===== src/rtl/calc_result_bcd.sv =====
// calc_result_bcd: converts an unsigned binary magnitude plus sign flag into
// packed BCD using a sequential double-dabble (add-3 / shift-left) engine.
//
// Ports:
//   clk        in   rising-edge clock
//   reset      in   asynchronous active-high reset
//   in_valid   in   RESULT/NEG are valid for conversion
//   in_ready   out  high only while idle; accept happens on in_valid && in_ready
//   RESULT     in   WIDTH-bit unsigned magnitude
//   NEG        in   sign of RESULT (1 = negative)
//   bcd_out    out  packed BCD, digit 0 (units) in [3:0]
//   sign_out   out  sign of the converted value; negative zero reported as +0
//   out_valid  out  one-cycle strobe when bcd_out/sign_out were just updated
//   blank_out  out  leading-zero blank mask (only when CALC_BCD_LZB_EN is defined)
//
// Optional feature macro: CALC_BCD_LZB_EN adds the blank_out port and logic.

module calc_result_bcd #(
    parameter int unsigned WIDTH  = 16,
    parameter int unsigned DIGITS = 5
) (
    input  logic                  clk,
    input  logic                  reset,
    input  logic                  in_valid,
    output logic                  in_ready,
    input  logic [WIDTH-1:0]      RESULT,
    input  logic                  NEG,
    output logic [4*DIGITS-1:0]   bcd_out,
    output logic                  sign_out,
    output logic                  out_valid
`ifdef CALC_BCD_LZB_EN
    ,
    output logic [DIGITS-1:0]     blank_out
`endif
);

    localparam int unsigned BW = 4 * DIGITS;
    localparam int unsigned SW = BW + WIDTH;
    localparam int unsigned CW = $clog2(WIDTH + 1);

    typedef enum logic [1:0] {
        S_IDLE  = 2'd0,
        S_SHIFT = 2'd1,
        S_DONE  = 2'd2
    } state_t;

    state_t            state_q;
    logic [SW-1:0]     shreg_q;
    logic [SW-1:0]     shreg_adj;
    logic [SW-1:0]     shreg_d;
    logic [CW-1:0]     cnt_q;
    logic              neg_q;
    logic [BW-1:0]     bcd_q;
    logic              sign_q;
    logic              valid_q;
    logic              ready_q;
    logic [BW-1:0]     bcd_field;

    assign bcd_field = shreg_q[WIDTH +: BW];

    // One double-dabble step: add 3 to every BCD nibble >= 5, then shift left.
    always_comb begin
        shreg_adj = shreg_q;
        for (int i = 0; i < int'(DIGITS); i++) begin
            if (shreg_q[WIDTH + 4*i +: 4] >= 4'd5) begin
                shreg_adj[WIDTH + 4*i +: 4] = shreg_q[WIDTH + 4*i +: 4] + 4'd3;
            end
        end
        shreg_d = {shreg_adj[SW-2:0], 1'b0};
    end

`ifdef CALC_BCD_LZB_EN
    logic [DIGITS-1:0] blank_q;
    logic [DIGITS-1:0] blank_d;

    // A digit is blanked when it and every digit above it are zero; units never blank.
    always_comb begin
        blank_d = '0;
        blank_d[DIGITS-1] = (bcd_field[4*(DIGITS-1) +: 4] == 4'd0);
        for (int i = int'(DIGITS) - 2; i >= 1; i--) begin
            blank_d[i] = blank_d[i+1] && (bcd_field[4*i +: 4] == 4'd0);
        end
        blank_d[0] = 1'b0;
    end

    assign blank_out = blank_q;
`endif

    // Control FSM and all output registers.
    always_ff @(posedge clk or posedge reset) begin
        if (reset) begin
            state_q <= S_IDLE;
            shreg_q <= '0;
            cnt_q   <= '0;
            neg_q   <= 1'b0;
            bcd_q   <= '0;
            sign_q  <= 1'b0;
            valid_q <= 1'b0;
            ready_q <= 1'b1;
`ifdef CALC_BCD_LZB_EN
            blank_q <= {{(DIGITS-1){1'b1}}, 1'b0};
`endif
        end else begin
            valid_q <= 1'b0;
            case (state_q)
                S_IDLE: begin
                    if (in_valid && ready_q) begin
                        shreg_q <= {{BW{1'b0}}, RESULT};
                        neg_q   <= NEG;
                        cnt_q   <= CW'(WIDTH);
                        ready_q <= 1'b0;
                        state_q <= S_SHIFT;
                    end
                end
                S_SHIFT: begin
                    shreg_q <= shreg_d;
                    cnt_q   <= cnt_q - CW'(1);
                    if (cnt_q == CW'(1)) begin
                        state_q <= S_DONE;
                    end
                end
                S_DONE: begin
                    bcd_q   <= bcd_field;
                    sign_q  <= neg_q && (bcd_field != '0);
`ifdef CALC_BCD_LZB_EN
                    blank_q <= blank_d;
`endif
                    valid_q <= 1'b1;
                    ready_q <= 1'b1;
                    state_q <= S_IDLE;
                end
                default: begin
                    state_q <= S_IDLE;
                    ready_q <= 1'b1;
                end
            endcase
        end
    end

    assign in_ready  = ready_q;
    assign bcd_out   = bcd_q;
    assign sign_out  = sign_q;
    assign out_valid = valid_q;

endmodule


===== config.mk =====
export PLATFORM = sky130hd
export DESIGN_NAME = calc_result_bcd
export DESIGN_NICKNAME = d
export VERILOG_FILES = /design/src/rtl/calc_result_bcd.sv
export SDC_FILE = /design/constraint.sdc
export NUM_CORES = 1
export LEC_CHECK = 0
export CAP_MARGIN = 20
export CELL_PAD_IN_SITES_DETAIL_PLACEMENT = 0
export CELL_PAD_IN_SITES_GLOBAL_PLACEMENT = 1
export CORE_MARGIN = 2
export CORE_UTILIZATION = 44
export CTS_CLUSTER_SIZE = 12
export DETAILED_ROUTE_END_ITERATION = 6
export PLACE_DENSITY_LB_ADDON = 0.1
export SLEW_MARGIN = 10
export SYNTH_ARGS = -nofsm -noshare
export SYNTH_HDL_FRONTEND = slang
export SYNTH_SLANG_ARGS = --single-unit

===== constraint.sdc =====
create_clock -name clk -period 2.1 [get_ports clk]
set_input_delay 0.21 -clock clk [delete_from_list [all_inputs] [get_ports clk]]
set_output_delay 0.21 -clock clk [all_outputs]
set_load 0.01 [all_outputs]

==> results by group <==
Run status
  – Status: completed

CTS
  – # clock sinks: 67
  – CTS clk-pin slew, worst paths: 0.06 ns
  – CTS max path bufs: 2
  – Setup Buffers After CTS: 0
  – Root buf cell: clkbuf_8
  – Post-CTS Resized: 0
  – Post-cts hold buffer count: 0
  – Worst-Skew Late Latency: 0.34 ns
  – CTS tree: built
  – Htree depth: 3
  – Inserted Clock Buffers: 9

Placement
  – Number of buffers added on ports: 42
  – Post-DP HPWL: 3.94 mm
  – Post-DP Area: 3760 um^2
  – Routability Congestion: 0.722
  – Worst slack, placed: 0.354 ns

GRT
  – Pin count of the biggest net entering global routing: 68
  – Total grt overflow: 0
  – GRT Util Overall: 0.162
  – First-pass GRT wire length: 9.80 mm
  – Via count of the first global-routing pass: 2090
  – Initial antenna violation count: 0

Setup path
  – Critical Path RT: 1.89 ns
  – Register-to-Register Path Depth: 6
  – Critical-path cell with the highest stage delay: dfstp_2
  – Reg2reg setup slack: 0.48 ns
  – Crit Path Max Fanout: 3
  – Setup crit end kind: output pin
  – CP Launch Point: in_ready$_DFFE_PP1P_
  – Capturing point of the worst reg2reg path: sign_out$_DFFE_PP0P_
  – CP Depth: 1
  – CP Buf/Inv Count: 1
  – Setup CP Type: reg2out
  – Critical Path AT: 1.42 ns
  – CP Capture Point: in_ready
  – Top Family by Delay on Critical Path: flip-flops
  – CP max stage delay: 0.55 ns
  – Reg2reg start: shreg_q[32]$_DFFE_PP0P_
  – Worst Setup Start Kind: flop
  – Crit path cell chain: clkdlybuf4s50_1

Routing
  – WL final: 5.89 mm
  – Total number of vias: 2135
  – Initial drt markers: 64
  – Post-route DRC violation count: 0
  – DR vias/cell: 5.12
  – Drt pass-1 iters: 4
  – Post-DRT Antenna Nets: 0
  – Drt wl/cell: 14.1 um

STA
  – Final setup violation count: 0
  – Min Tclk post-route: 1.63 ns
  – Final Max Tran Viols: 0
  – Final hold vios: 0
  – Fin Setup TNS: 0 ns
  – RSZ-0062 raised after global routing: false
  – Hold WS: 0.250 ns
  – Slack of the critical path: 0.469 ns
  – Period utilization: 0.777
  – Worst Skew: 0.00863 ns
  – Relative slew slack: 0.559
  – Peak Freq: 613 MHz
  – Slew @ Worst Pin: 0.661 ns

Synthesis
  – Most area-hungry cell type in the Yosys netlist: dfrtp_1
  – Flop and latch count out of synthesis: 67
  – Mapped Nets: 304
  – Register area share after synthesis: 0.521
  – Gate count after technology mapping: 268
  – Dominant cells by area after synthesis: dfrtp_1 51%, mux2_2 7.3%, ha_1 6.2%
  – Post-synth cell types: 38
  – Share of the synthesized area in the top cell type: 0.512
  – Synth warn: 0
  – Post-Syn Area per Cell: 12.0 um^2
  – Mapped cell area: 3220 um^2

Layout
  – Commonest non-fill, non-tap cell in the layout: dfrtp_1
  – Final instance area: 3930 um^2
  – Nets@finish: 351
  – Layout cell share with drive strength beyond 1: 0.182
  – Syn-to-layout area delta: 21.8%
  – Most frequent cells in the layout: 66 x dfrtp_1, 42 x clkdlybuf4s50_1, 21 x mux2_2
  – Antenna cell count: 0
  – Filler cell count in the final layout: 640

Hold path
  – Worst hold path type: in2async

Pwr
  – Sequential share of power: 0.392
  – Sw Share: 0.369
  – Design Power: 5400 uW
  – Switching pwr: 1990 uW
  – Clock Power Share: 0.173
  – Combinational power share: 0.435
  – VDD IR max: 609 uV
  – Internal: 3410 uW
  – PD cells: 1380 nW/um^2
  – Leakage: 0.00169 uW

Die
  – I/O pins: 43
  – # rows: 31
  – Die Width: 89.6 um
  – Die Y: 89.6 um
  – Core area: 7180 um^2
  – Die Area: 8030 um^2
  – Initial Utilization: 0.449

Run
  – Maxcap violations: 0
[area by class of cell]
cell class                 instances  area, um^2  share of cell area
timing repair buffer              50         493               0.126
inverter                          13        48.8              0.0124
clock inverter                     3        15.0             0.00383
multi-input combinational        174        1420               0.361
clock buffer                      11         151              0.0386
tap                               99         124              0.0316
sequential                        67        1680               0.427
[power by group through the flow]
stage	Combinational, uW	Sequential [uW]	Clock [uW]
after floorplan	1740	2100	0
after detailed placement	2380	2150	0
final	2350	2120	934
after global routing	2660	2190	1020
after CTS	2390	2130	966
after global placement	2350	2140	0
[cell usage after synthesis, drive strengths merged]
library cell / n
dfrtp: 66
mux2: 21
o21ai: 21
mux2i: 19
nand2: 18
ha: 16
inv: 13
buf: 11
o22ai: 10
a21oi: 9
nor2: 7
nand2b: 6
o31ai: 6
xnor2: 6
a22o: 5
a32o: 5
nor3b: 4
clkbuf: 3
nor2b: 3
nor4b: 3
nand3: 2
nor4: 2
xor2: 2
a221o: 1
a31o: 1
and2: 1
and4bb: 1
dfstp: 1
nand4b: 1
nor3: 1
o21bai: 1
or2: 1
or2b: 1
[metal layers]
metal  GRT usage  vias up  wire length [um]
met1       0.191     1049              2670
li1            -     1041                 -
met5           0        -                 0
met3      0.0356        9               211
met2       0.278       36              2920
met4      0.0773        0                94
[worst min path at each step]
stage / cells past startpoint / to / slack, ns / startpoint
floorplan: 1 / shreg_q[0]$_DFFE_PP0P_ / 0.35 / RESULT[0]
global placement: 2 / shreg_q[2]$_DFFE_PP0P_ / 0.47 / shreg_q[1]$_DFFE_PP0P_
detailed placement: 2 / shreg_q[9]$_DFFE_PP0P_ / 0.47 / shreg_q[8]$_DFFE_PP0P_
CTS: 3 / shreg_q[1]$_DFFE_PP0P_ / 0.27 / reset
global route: 3 / shreg_q[1]$_DFFE_PP0P_ / 0.31 / reset
finish: 3 / shreg_q[1]$_DFFE_PP0P_ / 0.25 / reset
[flip-flops by register name (all words and copies together), names as in the netlist]
signal / cells
state_q: 2
bcd_out: 20
in_ready: 1
sign_out: 1
out_valid: 1
cnt_q: 5
neg_q: 1
shreg_q: 36
[worst min-delay path: stages]
cell and delay (ns):
clkdlybuf4s50_1 0.41, inv_2 0.07, buf_12 0.30
[kinds of logic after synthesis]
kind of cell             Yosys count  share of synthesized area
AO/OA/AOI/OAI                     59                      0.136
XOR/XNOR                           8                     0.0217
adder cells (fa/ha/maj)           16                     0.0621
buffers and inverters             27                     0.0419
flip-flops                        67                      0.521
multiplexers                      40                      0.132
AND/OR/NAND/NOR                   51                     0.0854
[per-stage QoR]
step	cells	util
2_1_floorplan	268	-
3_3_place_gp	403	0.524
3_5_place_dp	403	0.524
4_1_cts	417	0.547
5_1_grt	417	0.547
6_report	417	0.547
Note: power is estimated with default switching activity, not from simulation.
